===== config.mk =====
export PLATFORM = sky130hd
export DESIGN_NAME = issue_ctrl
export DESIGN_NICKNAME = d
export VERILOG_FILES = /design/src/rtl/issue_ctrl.sv
export SDC_FILE = /design/constraint.sdc
export NUM_CORES = 1
export LEC_CHECK = 0
export CORE_MARGIN = 4
export CORE_UTILIZATION = 54
export CTS_BUF_LIST = sky130_fd_sc_hd__clkbuf_4
export DETAILED_ROUTE_END_ITERATION = 16
export PLACE_DENSITY = 0.82
export SYNTH_ARGS = -nofsm -noshare
export SYNTH_HDL_FRONTEND = slang
export SYNTH_SLANG_ARGS = --single-unit

===== constraint.sdc =====
create_clock -name clk -period 3.39 [get_ports clk]
set_input_delay 1.017 -clock clk [delete_from_list [all_inputs] [get_ports clk]]
set_output_delay 1.017 -clock clk [all_outputs]
set_load 0.02 [all_outputs]

===== src/rtl/issue_ctrl.sv =====
// In-order fetch/issue controller: RAW interlock, BNEQ hold/redirect, HALT drain, stall counter.
// Optional ISSUE_CTRL_INTERLOCK_EN enables the scoreboard-based RAW hazard check.
module issue_ctrl #(
  parameter logic [15:0] START_ADDR = 16'd0,
  parameter int unsigned WB_LAT     = 3
) (
  input  logic        clk,
  input  logic        rst,
  input  logic        start,
  output logic [15:0] prom_addr,
  input  logic [26:0] prom_data,
  input  logic        br_valid,
  input  logic        br_taken,
  output logic [26:0] instr_out,
  output logic        instr_valid,
  output logic        busy,
  output logic        halted,
  output logic [15:0] stall_cnt
);

  typedef enum logic [2:0] {
    S_IDLE, S_RUN, S_BR_WAIT, S_DRAIN, S_HALTED
  } state_t;

  state_t      state;
  logic [15:0] pc;
  logic [15:0] bpc;
  logic [15:0] off;
  logic [15:0] stall_inc;
  logic        imm_f;
  logic [3:0]  opc;
  logic        is_halt;
  logic        is_bneq;
  logic        hazard;
  logic        drain_done;

  assign prom_addr = pc;
  assign imm_f     = prom_data[26];
  assign opc       = prom_data[25:22];
  assign is_halt   = imm_f && (opc == 4'd0);
  assign is_bneq   = (opc == 4'd13);
  assign stall_inc = (stall_cnt == 16'hFFFF) ? stall_cnt : stall_cnt + 16'd1;

`ifdef ISSUE_CTRL_INTERLOCK_EN
  logic [WB_LAT-1:0] sb_valid;
  logic [WB_LAT-1:0] sb_shl;
  logic [2:0]        sb_rd [WB_LAT];
  logic [2:0]        rd;
  logic [2:0]        rs1;
  logic [2:0]        rs2;
  logic              is_wr;
  logic              use_rs2;
  logic              sb_in;

  assign rd      = prom_data[21:19];
  assign rs1     = prom_data[18:16];
  assign rs2     = prom_data[2:0];
  assign is_wr   = (opc >= 4'd1) && (opc <= 4'd12);
  assign use_rs2 = is_wr && !imm_f;
  assign sb_in   = (state == S_RUN) && !hazard && is_wr;

  // Drain may finish once the entries surviving the next shift are all empty
  assign sb_shl     = sb_valid << 1;
  assign drain_done = (sb_shl == '0);

  always_comb begin
    hazard = 1'b0;
    for (int unsigned i = 0; i < WB_LAT; i++) begin
      if (sb_valid[i]) begin
        if ((is_wr || is_bneq) && (sb_rd[i] == rs1)) hazard = 1'b1;
        if (use_rs2 && (sb_rd[i] == rs2))           hazard = 1'b1;
        if (is_bneq && (sb_rd[i] == rd))            hazard = 1'b1;
      end
    end
  end

  // Scoreboard: slot 0 holds the writer issued at the previous edge
  always_ff @(posedge clk) begin
    if (rst) begin
      sb_valid <= '0;
      for (int unsigned i = 0; i < WB_LAT; i++) sb_rd[i] <= 3'd0;
    end else begin
      sb_valid <= {sb_valid[WB_LAT-1:0], sb_in} >> 0 == '0 ? WB_LAT'(sb_in) : WB_LAT'({sb_valid, sb_in});
      sb_rd[0] <= rd;
      for (int unsigned i = 1; i < WB_LAT; i++) sb_rd[i] <= sb_rd[i-1];
    end
  end
`else
  logic [2:0] drain_cnt;

  assign hazard     = 1'b0;
  assign drain_done = (drain_cnt == 3'd0);
`endif

  always_ff @(posedge clk) begin
    if (rst) begin
      state       <= S_IDLE;
      pc          <= START_ADDR;
      bpc         <= 16'd0;
      off         <= 16'd0;
      instr_out   <= 27'd0;
      instr_valid <= 1'b0;
      busy        <= 1'b0;
      halted      <= 1'b0;
      stall_cnt   <= 16'd0;
`ifndef ISSUE_CTRL_INTERLOCK_EN
      drain_cnt   <= 3'd0;
`endif
    end else begin
      instr_out   <= 27'd0;
      instr_valid <= 1'b0;
      case (state)
        S_IDLE, S_HALTED: begin
          if (start) begin
            pc        <= START_ADDR;
            stall_cnt <= 16'd0;
            state     <= S_RUN;
            busy      <= 1'b1;
            halted    <= 1'b0;
          end
        end
        S_RUN: begin
          if (hazard) begin
            stall_cnt <= stall_inc;
          end else if (is_halt) begin
            state <= S_DRAIN;
`ifndef ISSUE_CTRL_INTERLOCK_EN
            drain_cnt <= 3'(WB_LAT - 1);
`endif
          end else begin
            instr_out   <= prom_data;
            instr_valid <= 1'b1;
            pc          <= pc + 16'd1;
            if (is_bneq) begin
              bpc   <= pc;
              off   <= prom_data[15:0];
              state <= S_BR_WAIT;
            end
          end
        end
        S_BR_WAIT: begin
          stall_cnt <= stall_inc;
          if (br_valid) begin
            pc    <= br_taken ? bpc + off : bpc + 16'd1;
            state <= S_RUN;
          end
        end
        S_DRAIN: begin
          if (drain_done) begin
            state  <= S_HALTED;
            busy   <= 1'b0;
            halted <= 1'b1;
          end
`ifndef ISSUE_CTRL_INTERLOCK_EN
          else begin
            drain_cnt <= drain_cnt - 3'd1;
          end
`endif
        end
        default: begin
          state <= S_IDLE;
          busy  <= 1'b0;
        end
      endcase
    end
  end

endmodule

; ---- Word-level counts from Yosys, hierarchy flattened
; Index checks and enable logic that the tools add are counted.
; W data, S select, Z words.
[word_totals]
regBits = 100
inputBits = 32
output_inout_bits = 62
[op_classes]
n_addsub = 5
eq_ne = 14
n_mux = 23
bitwise = 3
reduce_logical = 19
[op_table]
columns = operator, count
row1 = $mux W16, 5
row2 = $add A16 B1 Y16 const B, 3
row3 = $pmux W16 S3, 1
row4 = $pmux W16 S2, 1
row5 = $mux W3, 7
row6 = $add A16 B16 Y16, 1
row7 = $eq A16 B16 Y1 const B, 1
row8 = $reduce_and A3 Y1, 5
row9 = $ne A2 B2 Y1 const B, 7
row10 = $pmux W3 S4, 1
row11 = $reduce_and A4 Y1, 2
row12 = $eq A3 B2 Y1 const B, 2
row13 = $logic_not A3 Y1, 2
row14 = $pmux W3 S2, 1
row15 = $reduce_bool A2 Y1, 3
row16 = $reduce_or A2 Y1, 3
row17 = $mux W1, 5
row18 = $eq A4 B4 Y1 const B, 1
row19 = $logic_not A4 Y1, 1
row20 = $eq A3 B1 Y1 const B, 1
row21 = $eq A3 B3 Y1 const B, 1
row22 = $ne A3 B3 Y1 const B, 1
row23 = $not A1 Y1, 3
row24 = $pmux W1 S3, 1
row25 = 5 further kinds, 5

; ---- Logic depth before layout (Yosys ltp)
[logic_depth]
word_depth = 4
mapped_depth = 10
mapped_depth_nobuf = 10

; ---- Worst setup path after synthesis
; Ideal clock, no wire load.
[synth_path]
path_type = input-to-reg
start = input port br_taken
end = register pc[15], in the netlist prom_addr[15]
arrival_ns = 2.961
required_ns = 3.303
path_slack_ns = 0.342
stages = 9
n_path_buf = 1
path_cell_list = clkbuf_1 -> and2_1 -> ha_1 -> and3_1 -> a221o_1 -> o2bb2ai_4 -> a211oi_1 -> o31a_1 -> o31ai_1
[synth_between]
elab_chain_cells = 3
[synth_lines]
columns = element, line
row1 = from (decl), 13  ; input logic br_taken,
row2 = $mux W16, 144  ; pc <= br_taken ? bpc + off : bpc + 16'd1;
row3 = $mux W16, 143  ; if (br_valid) begin
row4 = $pmux W16 S3, 112  ; case (state)
row5 = to (signal assigned), 133  ; pc <= pc + 16'd1;
row6 = to (signal assigned), 144
row7 = to (decl), 26  ; logic [15:0] pc;
; No other way between the ends. The select of a mux whose other input is x is not followed.
; A chain may end at the register's enable or synchronous reset.

; ---- Worst setup path after layout
[layout_path]
start = input port br_taken
end = register pc[14], in the netlist prom_addr[14]
; The elaborated chain is that of the path after synthesis.

==> impl_metrics.toml <==
[floorplan]
fp-row-count = 34
floorplan.die.width_um = 104
die_h_um = 104
fp.dieArea_mm2 = 0.0108
ioPinCount = 94
floorplan.initialDensity_pct = 56.3
design.core.area_mm2 = 0.00881

[synth]
synth_seq_area_share_pct = 40.4
async_reset_ff_share_pct = 0
ys.flop_type = "sky130_fd_sc_hd__dfxtp_1"
synthMuxAreaShare_pct = 0.454
synth.yosys.warnings = 0
synth_largest_area_cell = "sky130_fd_sc_hd__dfxtp_1"
synth_area_leaders = "sky130_fd_sc_hd__dfxtp_1 (40%), sky130_fd_sc_hd__nand2_1 (6.8%), sky130_fd_sc_hd__a21oi_1 (6.1%)"
syn_avg_cell_area_um2 = 8.26
synth.top_cell.area_share_pct = 40.4
synthesis.instances = 600
synth_top_family_by_area = "simple AND/OR/NAND/NOR gates"
syn_area_mm2 = 0.00496
netlist-cell-type-count = 62
synth-simple-area-share_pct = 26.7
synth_xor_area_share_pct = 3.71
synth_compound_area_share_pct = 19.7
synth_enable_flop_cells = 0
synth_fa_ha_area_share_pct = 5.20
ys_seq_elements = 100
synthesis.nets = 652

[final_layout]
finalInstanceArea_mm2 = 0.00621
fill_cells = 737
finish.net_count = 752
instances_no_fill = 812
mostFrequentLayoutCells = "sky130_fd_sc_hd__dfxtp_1 (100), sky130_fd_sc_hd__clkdlybuf4s50_1 (92), sky130_fd_sc_hd__nand2_1 (90)"
layout-area-overhead-vs-synth_pct = 25.3
multi_input_area_mm2 = 0.00277
num_antenna_cells = 0
final_util_pct = 70.5
final-seq-area_mm2 = 0.00200
drive_gt1_share_pct = 8.66
final_common_cell = "sky130_fd_sc_hd__dfxtp_1"

[global_routing]
groute.usage.overall_pct = 23.0
grt_max_degree = 62
grt_pass1_wl_mm = 21.2
vias_in_the_first_global_route = 4514
globalRouteOverflowTotal = 0
grt_antenna_before_repair = 0

[sta]
layout_min_cycle_time_ns = 3.19
fin_worst_skew_ns = 0.0197
final-hold-violation-count = 0
maxSlewHeadroom_pct = 55.7
final-max-slew-violation-count = 0
max_freq_mhz = 314
report.final.setup_viol = 0
timing_worst_slew_pin_value_ns = 0.663
holdWs_ns = 0.460
timing.final.crit_share_pct = 94.0
grt_setup_unrepaired = "no"
totalNegativeSetupSlack_ns = 0

[drt]
drtAntennaViolNets = 0
route.detailed.wl_per_inst_um = 14.8
detailedRoute.firstPassIterationCount = 5
post_drt_via_cell_ratio = 5.67
postRouteWirelength_mm = 12.0
post-route-drc-count = 0
detail_route.iter0.violations = 218
route.vias.total = 4606

[pwr]
total_leakage_power_nw = 2.33
power_density_mw_per_mm2 = 319
max-vdd-ir-drop_mv = 0.334

[setup_path]
timing.critical_path.fanout_max = 16
crit_arrival_ns = 3.55
startpoint_type = "input port"
worstPathRequired_ns = 3.76
worst_setup_path_end_kind = "flop"
setup.worst_path.class = "input port to flop"

[place]
placement.io_buffers = 93
place_congestion = 0.858
numPlacedInstances = 797
place_hpwl_mm = 8.92
placed_cell_area_mm2 = 0.00610

[clocking]
clock_pin_transition_on_the_worst_setup_and_hold_timing_paths_ns = 0.15
cts_buffer_depth = 2
ctsRootBufferMaster = "sky130_fd_sc_hd__clkbuf_4"
ctsHtreeMaxLevel = 3
cts_repair_resize_count = 0
tritoncts = "yes"
post-cts-setup-buffers = 0
tritoncts.num_buffers = 9
clock_insertion_delay_worst_skew_ns = 0.44
ctsHoldBuffers = 0
number_of_clock_sinks_seen_by_cts = 100

[run]
cap_violations = 0

[status]
status = "finished, final reports clean"

[min_path]
hold_class = "flop to flop"
==> worst max-delay path, cell delays in order <==
cell and delay, ns:
sky130_fd_sc_hd__clkdlybuf4s50_1 0.40, sky130_fd_sc_hd__buf_4 0.19, sky130_fd_sc_hd__nand2b_1 0.11, sky130_fd_sc_hd__ha_1 0.18, sky130_fd_sc_hd__inv_1 0.06, sky130_fd_sc_hd__fa_1 0.39, sky130_fd_sc_hd__nor2b_1 0.19, sky130_fd_sc_hd__o31ai_1 0.09
sky130_fd_sc_hd__buf_4 0.15, sky130_fd_sc_hd__a211oi_1 0.21, sky130_fd_sc_hd__buf_4 0.16, sky130_fd_sc_hd__o221ai_1 0.13, sky130_fd_sc_hd__xor2_1 0.16, sky130_fd_sc_hd__o22ai_1 0.14
==> layout make-up <==
class / instances / share of cell area [%]
clock inverter: 5 / 0.604
sequential: 100 / 32.2
clock buffer: 10 / 1.21
multi-input combinational: 455 / 44.7
inverter: 12 / 0.725
tap: 108 / 2.18
timing repair buffer: 122 / 18.4
==> report_power, final <==
part           leakage [nW]  switching [W]  internal, W
Combinational          1.46       0.000117    0.0000987
Sequential            0.810      0.0000162      0.00120
Clock                0.0593       0.000395     0.000160
Total                  2.33       0.000528      0.00146
==> state kept, by name, summed over array words and instances (netlist names), 3 cells and up <==
name and cells:
prom_addr 16, stall_cnt 16, drain_cnt 3, off 16, instr_out 27, bpc 16
state 3
==> cell families after synthesis <==
family / after synthesis
and+or+nand+nor: 262
buffers and inverters: 45
xor gates and xnor gates: 21
adders and majority gates: 20
muxes: 2
DFF: 100
AOI/OAI and AO/OA: 150
==> synthesized netlist by cell type, drive strengths merged (2+ instances only) <==
master	number
a211o	2
a211oi	6
a21o	5
a21oi	60
a22oi	6
a31oi	4
and2	43
and3	9
and4	2
buf	9
clkbuf	24
dfxtp	100
ha	19
inv	12
mux2	2
nand2	90
nand2b	5
nand3	15
nand3b	6
nand4	8
nor2	44
nor2b	3
nor3	21
nor3b	4
nor4	2
o2111ai	7
o21a	6
o21ai	27
o21bai	2
o221ai	2
o22ai	5
o31a	2
o31ai	5
o32ai	2
or3	5
xnor2	6
xor2	15
==> per-stage QoR <==
stage / setup slack (ns) / power [W]
floorplan: 0.342 / 0.00135
global placement: -0.115 / 0.00145
detailed placement: -0.266 / 0.00145
CTS: 0.213 / 0.00201
global route: 0.0306 / 0.00208
finish: 0.204 / 0.00198
==> metal layers <==
metal	wire (um)	vias to the layer above	global-route usage [%]
met5	0	-	0
met4	133	0	5.41
met3	575	14	5.66
met2	5860	127	38.8
met1	5470	2152	29.6
li1	-	2313	-
==> final timing paths <==
check	startpoint	slack, ns	end	cells after the start
min	off[12]	0.46	off[12]	2
max reg2reg	off[0]	0.92	prom_addr[14]	12
max	br_taken	0.20	prom_addr[14]	14
min reg2reg	off[12]	0.46	off[12]	2
(Power assumes the default switching activity.)
